==> config.mk <==
export PLATFORM = sky130hd
export DESIGN_NAME = hazard_ctrl
export DESIGN_NICKNAME = d
export VERILOG_FILES = /design/src/rtl/core_pkg.sv /design/src/rtl/hazard_match.sv /design/src/rtl/hazard_ctrl.sv
export SDC_FILE = /design/constraint.sdc
export NUM_CORES = 1
export LEC_CHECK = 0
export BUFFER_PORTS_ARGS = -buffer_cell sky130_fd_sc_hd__buf_2
export CORE_MARGIN = 3
export CORE_UTILIZATION = 52
export CTS_BUF_LIST = sky130_fd_sc_hd__clkbuf_4
export DETAILED_ROUTE_END_ITERATION = 16
export PLACE_DENSITY = 0.78
export SETUP_SLACK_MARGIN = 0.02
export SLEW_MARGIN = 20
export SYNTH_ARGS = -nofsm -noshare
export SYNTH_HDL_FRONTEND = slang
export SYNTH_HIERARCHICAL = 1
export SYNTH_SLANG_ARGS = --single-unit
==> constraint.sdc <==
create_clock -name clk -period 6.8 [get_ports clk]
set_clock_uncertainty 0.05 [all_clocks]
set_input_delay 0.34 -clock clk [delete_from_list [all_inputs] [get_ports clk]]
set_output_delay 0.34 -clock clk [all_outputs]
set_load 0.02 [all_outputs]
==> src/rtl/core_pkg.sv <==
// rtl/core_pkg.sv - shared tracking-entry type and forward-select width helper for the hazard unit
package core_pkg;

  typedef struct packed {
    logic       valid;
    logic [4:0] rd;
    logic       load;
  } trk_entry_t;

  localparam trk_entry_t TRK_BUBBLE = '{valid: 1'b0, rd: 5'd0, load: 1'b0};

  // fwd selects 0 (register file) or a stage index 1..depth
  function automatic int fwd_w(input int depth);
    return $clog2(depth + 1);
  endfunction

endpackage

==> src/rtl/hazard_match.sv <==
// rtl/hazard_match.sv - per-source youngest-match search over the tracking stages
// Forwarding decisions are compiled in only with HAZARD_CTRL_FWD_EN defined.
module hazard_match
  import core_pkg::*;
#(
  parameter int DEPTH = 3,
  parameter int FW    = fwd_w(DEPTH)
) (
  input  logic                   use_src,
  input  logic [4:0]             rs,
  input  trk_entry_t [DEPTH:1]   trk,
  output logic [FW-1:0]          fwd,
  output logic                   hazard
);

  logic          hit;
  logic          is_load;
  logic [FW-1:0] idx;

  // Scan oldest to youngest so the last hit written is the youngest match.
  always_comb begin
    hit     = 1'b0;
    is_load = 1'b0;
    idx     = '0;
    for (int k = DEPTH; k >= 1; k--) begin
      if (use_src && rs != 5'd0 && trk[k].valid && trk[k].rd == rs) begin
        hit     = 1'b1;
        is_load = trk[k].load;
        idx     = FW'(k);
      end
    end
  end

`ifdef HAZARD_CTRL_FWD_EN
  logic fwd_ok;

  // A load result only exists once the entry has reached the last tracked stage.
  assign fwd_ok = !is_load || (idx == FW'(DEPTH));
  assign fwd    = (hit && fwd_ok) ? idx : '0;
  assign hazard = hit && !fwd_ok;
`else
  logic [FW:0] unused_sel;

  assign unused_sel = {idx, is_load};
  assign fwd        = '0;
  assign hazard     = hit;
`endif

endmodule

==> src/rtl/hazard_ctrl.sv <==
// rtl/hazard_ctrl.sv - pipeline hazard unit: stall, flush and operand-forward selection
// Forwarding is enabled by defining HAZARD_CTRL_FWD_EN; otherwise any match stalls.
module hazard_ctrl
  import core_pkg::*;
#(
  parameter int DEPTH = 3,
  parameter int NREG  = 32,
  parameter int CW    = 16
) (
  input  logic                         clk,
  input  logic                         reset,
  input  logic                         dec_valid,
  input  logic [4:0]                   dec_rs1,
  input  logic [4:0]                   dec_rs2,
  input  logic                         dec_use1,
  input  logic                         dec_use2,
  input  logic [4:0]                   dec_rd,
  input  logic                         dec_wr,
  input  logic                         dec_load,
  input  logic                         br_taken,
  output logic                         stall_f,
  output logic                         stall_d,
  output logic                         flush_d,
  output logic                         flush_e,
  output logic [$clog2(DEPTH+1)-1:0]   fwd1,
  output logic [$clog2(DEPTH+1)-1:0]   fwd2,
  output logic [CW-1:0]                stall_cnt
);

  localparam int FW = fwd_w(DEPTH);

  trk_entry_t [DEPTH:1] trk;
  trk_entry_t           dec_entry;
  logic                 haz1, haz2;
  logic [FW-1:0]        m_fwd1, m_fwd2;
  logic                 stall;
  logic                 dec_tracked;

  hazard_match #(.DEPTH(DEPTH), .FW(FW)) u_match1 (
    .use_src (dec_use1),
    .rs      (dec_rs1),
    .trk     (trk),
    .fwd     (m_fwd1),
    .hazard  (haz1)
  );

  hazard_match #(.DEPTH(DEPTH), .FW(FW)) u_match2 (
    .use_src (dec_use2),
    .rs      (dec_rs2),
    .trk     (trk),
    .fwd     (m_fwd2),
    .hazard  (haz2)
  );

  // Outputs are held quiet while reset is asserted so nothing leaks from stale state.
  assign stall   = reset && dec_valid && (haz1 || haz2) && !br_taken;
  assign stall_f = stall;
  assign stall_d = stall;
  assign flush_d = reset && br_taken;
  assign flush_e = reset && br_taken;
  assign fwd1    = reset ? m_fwd1 : '0;
  assign fwd2    = reset ? m_fwd2 : '0;

  assign dec_tracked = dec_valid && dec_wr && dec_rd != 5'd0 && (int'(dec_rd) < NREG);
  assign dec_entry   = '{valid: 1'b1, rd: dec_rd, load: dec_load};

  always_ff @(posedge clk) begin
    if (!reset) begin
      trk       <= '0;
      stall_cnt <= '0;
    end else begin
      for (int k = DEPTH; k >= 2; k--) begin
        trk[k] <= trk[k-1];
      end
      // A redirect makes the instruction entering EX wrong-path, so it becomes a bubble.
      trk[1] <= (dec_tracked && !stall && !br_taken) ? dec_entry : TRK_BUBBLE;
      if (stall && stall_cnt != '1) begin
        stall_cnt <= stall_cnt + 1'b1;
      end
    end
  end

endmodule

==> results of run 1 <==
==> flip-flops by register name (all words and copies together), names as in the netlist <==
| register | cells |
|---|---|
| stall_cnt | 16 |
| trk | 18 |
==> per-layer routing <==
metal / GRT usage (%) / up-vias
met2: 28.82 / 50
met4: 6.736 / 0
met3: 7.009 / 5
met5: 0 / -
li1: - / 788
met1: 26.94 / 677
==> worst max-delay path: stages (launching register included) <==
cell and delay [ps]:
dfxtp_1 350, xor2_1 150, nor4_1 340, nand3_1 130
a31oi_1 330, nor2_1 180, or3_1 540, or4_1 540
a21oi_1 140
==> power by group <==
part | switching (mW) | total (mW) | internal [mW]
logic | 0.0181 | 0.0314 | 0.0133
clock network | 0.0652 | 0.102 | 0.0368
registers | 0.00122 | 0.201 | 0.200
total | 0.0845 | 0.335 | 0.250
==> cell type report <==
class / instances / area share (%)
multi-input cells: 155 / 51.78
flip-flops and latches: 34 / 32.79
repair buffers: 41 / 9.885
clock buffers: 5 / 1.808
inverters: 3 / 0.5425
clock inverters: 3 / 0.5425
well taps: 44 / 2.652
==> final timing paths <==
check	end	slack, ps	cells after the start
worst max register to register	stall_cnt[8]	3980	8
worst max-delay path	stall_cnt[8]	3980	8
worst min-delay path	trk[3]	160	2
worst min register to register	trk[20]	460	1
==> impl_metrics.ini, run 1 <==
[run_status]
outcome = complete, no violations

[drt]
route.met3.wl_um = 251
vias = 1520
drt-pass1-iter-count = 4
wl_met2_mm = 1.663
wl_met1_mm = 1.847
top_layer_used = met4
post_drt_via_cell_ratio = 5.333
wire_per_inst_um = 13.33
drt_first_iter_violations = 85
drc_errors = 0
ant_nets = 0
routed_wl_mm = 3.798

[clocking]
cts_hold_buf = 0
cts_resized = 0
htreeDepth = 2
cts_tree = built
clk_latency_ps = 330
cts_setup_buffers = 0
path_clk_slew_ps = 100
cts_max_path_buffers = 2
cts_buffers = 5
clock_sinks = 34
cts.root.buffer_cell = clkbuf_4

[finish]
final_layout_size_suffix_gt1_share_pct = 21.58
regArea_um2 = 680.7
final_common_cell = buf_2
antenna_cells = 0
final.fill_count = 302
final_cells = 285
multi_input_area_mm2 = 0.001075
final_nets = 264
design_area_mm2 = 0.002076
final_cell_mix = 41 x buf_2, 34 x dfxtp_1, 24 x xor2_1, 22 x and2_1, 11 x nand2_1
area_growth_syn_to_layout_pct = 13.32
post-route-util_pct = 64.80

[placement]
dp_cells = 277
io_buffers = 41
gp_congestion = 0.8579
hpwlAfterDp_mm = 2.848
dpl_cell_area_mm2 = 0.002027
preCtsSetupSlack_ps = 3892

[worst_hold_path]
worstHoldStart = dec_rd[2]
hp-class = input pin to flop

[timing]
setup-violations-final = 0
whs_ps = 163.9
tightest_slew_ps = 956.1
min_period_over_period_pct = 41.43
fmax_mhz = 355.0
post-route-min-period_ps = 2817
slew_headroom_pct = 35.67
fin_ws_ps = 3983
rsz0062_at_grt = false
slew_violations = 0
setup-tns-final_ps = 0
finalHoldViolations = 0

[worst_setup_path]
cp-end-kind = flop
worstReg2RegStart = trk[10]
startpoint = trk[10]
start_kind = flop
critPathMaxFanout = 9
arrival_ps = 3040
worst-setup-path-type = flop to flop
cp.required_ps = 7020

[flow_run]
max_cap_violations = 0

[floorplan]
core_area_mm2 = 0.003203
die_w_um = 65.35
initial_core_util_pct = 57.19
boundaryPins = 47
die-area_mm2 = 0.004271
fp.dieH_um = 65.35
rows = 20

[synthesis]
syn-instance-count = 202
yosys_warnings = 6
synth.cell_area_mm2 = 0.001832
synth.avg_cell_area_um2 = 9.068

[power]
p_total_uw = 334.9
ir_worst_vdd_mv = 0.09997
leakage_nw = 0.8646
p_per_area_mw_per_mm2 = 161.3

[global_route]
antenna_found_initial = 0
overflow = 0
grtUsageTotal_pct = 19.76
grt_pass1_vias = 1421
grt_first_pass_wirelength_mm = 6.506
grt_max_degree = 33
No activity file was read; power rests on OpenSTA's default activity.
==> run 2, diff against run 1 <==
Clock period 6.8 ns to 2.75 ns, I/O delays scaled along.
==> impl_metrics.ini, run 2 (same netlist as run 1, synthesis figures left out) <==
[finish]
post-route-util_pct = 68.91
largest_reg_flops = 18
area_growth_syn_to_layout_pct = 20.49
top_register = trk
final_layout_size_suffix_gt1_share_pct = 25.69
final_common_cell = buf_2
reg_top3 = trk x18, stall_cnt x16
final_cell_mix = 41 x buf_2, 34 x dfxtp_1, 24 x xor2_1, 22 x and2_1, 11 x nand2_1
antenna_cells = 0
final_nets = 276

[clocking]
htreeDepth = 2
cts_max_path_buffers = 2
clock_sinks = 34
path_clk_slew_ps = 110
cts_buffers = 5
cts.root.buffer_cell = clkbuf_4
cts_tree = built
clk_latency_ps = 340

[power]
p_seq_share_pct = 58.2
leakage_nw = 0.9256
clockPowerShare_pct = 31.9
power_switching_uw = 217.0
swShare_pct = 25.32
intPower_uw = 639.9
p_per_area_mw_per_mm2 = 388.2
p_total_uw = 856.9
p_comb_share_pct = 9.9
ir_worst_vdd_mv = 0.2185

[worst_hold_path]
hp-class = input pin to flop

[global_route]
grt_max_degree = 32
grt_first_pass_wirelength_mm = 6.610
grtUsageTotal_pct = 19.93
grt_pass1_vias = 1520
antenna_found_initial = 0
overflow = 0

[timing]
tightest_slew_ps = 738.7
slew_violations = 0
slew_headroom_pct = 50.37
rsz0062_at_grt = false
post-route-min-period_ps = 2524
setup-tns-final_ps = 0
finalHoldViolations = 0
fmax_mhz = 396.3
setup-violations-final = 0
min_period_over_period_pct = 91.77
fin_ws_ps = 226.4

[worst_setup_path]
cp.required_ps = 2980
start_kind = flop
worstPathCellList = xor2_1, nor4_2, nand3_1, a31oi_2, nor2_1, or3_1, or4_1, a21oi_1
worst-setup-path-type = flop to flop
cp-end-kind = flop
critical_path_buf_inv_count = 0
crit_family = simple AND/OR/NAND/NOR gates
arrival_ps = 2760
critPathMaxFanout = 5
cpPeakStageDelay_ps = 520
slowest_stage = or4_1

[drt]
routed_wl_mm = 3.949
post_drt_via_cell_ratio = 5.434
ant_nets = 0
drt-pass1-iter-count = 4
wire_per_inst_um = 13.30
vias = 1614
drc_errors = 0
drt_first_iter_violations = 52

[placement]
preCtsSetupSlack_ps = 197.2
io_buffers = 41
hpwlAfterDp_mm = 3.002
gp_congestion = 0.8650

[floorplan]
rows = 20
initial_core_util_pct = 57.19
core_area_mm2 = 0.003203
die_w_um = 65.35
boundaryPins = 47
die-area_mm2 = 0.004271
fp.dieH_um = 65.35

[flow_run]
max_cap_violations = 0

[run_status]
outcome = complete, no violations
-- run 2: what timing repair did --
action / 4_1_cts / 5_1_grt
resized for setup: 0 / 4
endpoints found under the hold margin: 6 / 0
endpoints found under the setup margin: 0 / 4
hold buffers: 5 / 0
setup buffers: 0 / 0
-- run 2: worst min-delay path: cells and delay by family --
kind                   cells  cell delay, ps
AND/OR/NAND/NOR            1             170
AO/OA/AOI/OAI              1             110
buffers and inverters      1              90
-- run 2: through the flow --
step                instance area, um^2  hold slack, ps  cells
finish                             2207           158.3    297
floorplan                          1839           209.2    204
global route                       2207           161.3    297
CTS                                2183           157.1    297
global placement                   2079           304.3    284
detailed placement                 2079           302.4    284
-- run 2: power by group through the flow --
| stage | Sequential (mW) | Combinational [mW] | Clock (mW) |
|---|---|---|---|
| finish | 0.498 | 0.0852 | 0.273 |
| global route | 0.499 | 0.0935 | 0.302 |
| CTS | 0.498 | 0.0840 | 0.278 |
| detailed placement | 0.510 | 0.0786 | 0 |
| global placement | 0.509 | 0.0776 | 0 |
| floorplan | 0.509 | 0.0510 | 0 |
-- run 2: area by class of cell --
cell class	count	area, um^2
clock inverters	2	8.758
multi-input cells	155	1099
well taps	44	55.05
repair buffers	53	307.8
fillers	292	996.0
clock buffers	6	45.04
inverters	3	11.26
flip-flops and latches	34	680.7
-- run 2: final timing paths --
kind | from | endpoint | slack [ps] | depth (start not counted)
setup / recovery | trk[10] | stall_cnt[8] | 230 | 8
hold / removal | dec_wr | trk[6] | 160 | 3
setup reg to reg | trk[10] | stall_cnt[8] | 230 | 8
hold reg to reg | trk[6] | trk[13] | 470 | 1
-- run 2: routing by layer --
layer  vias up  track usage, %  share of wire, %
li1        819               -                 -
met1       746           24.76                46
met2        43           32.87                47
met3         6           4.786               6.3
met4         0           8.290               1.4
met5         -               0                 0
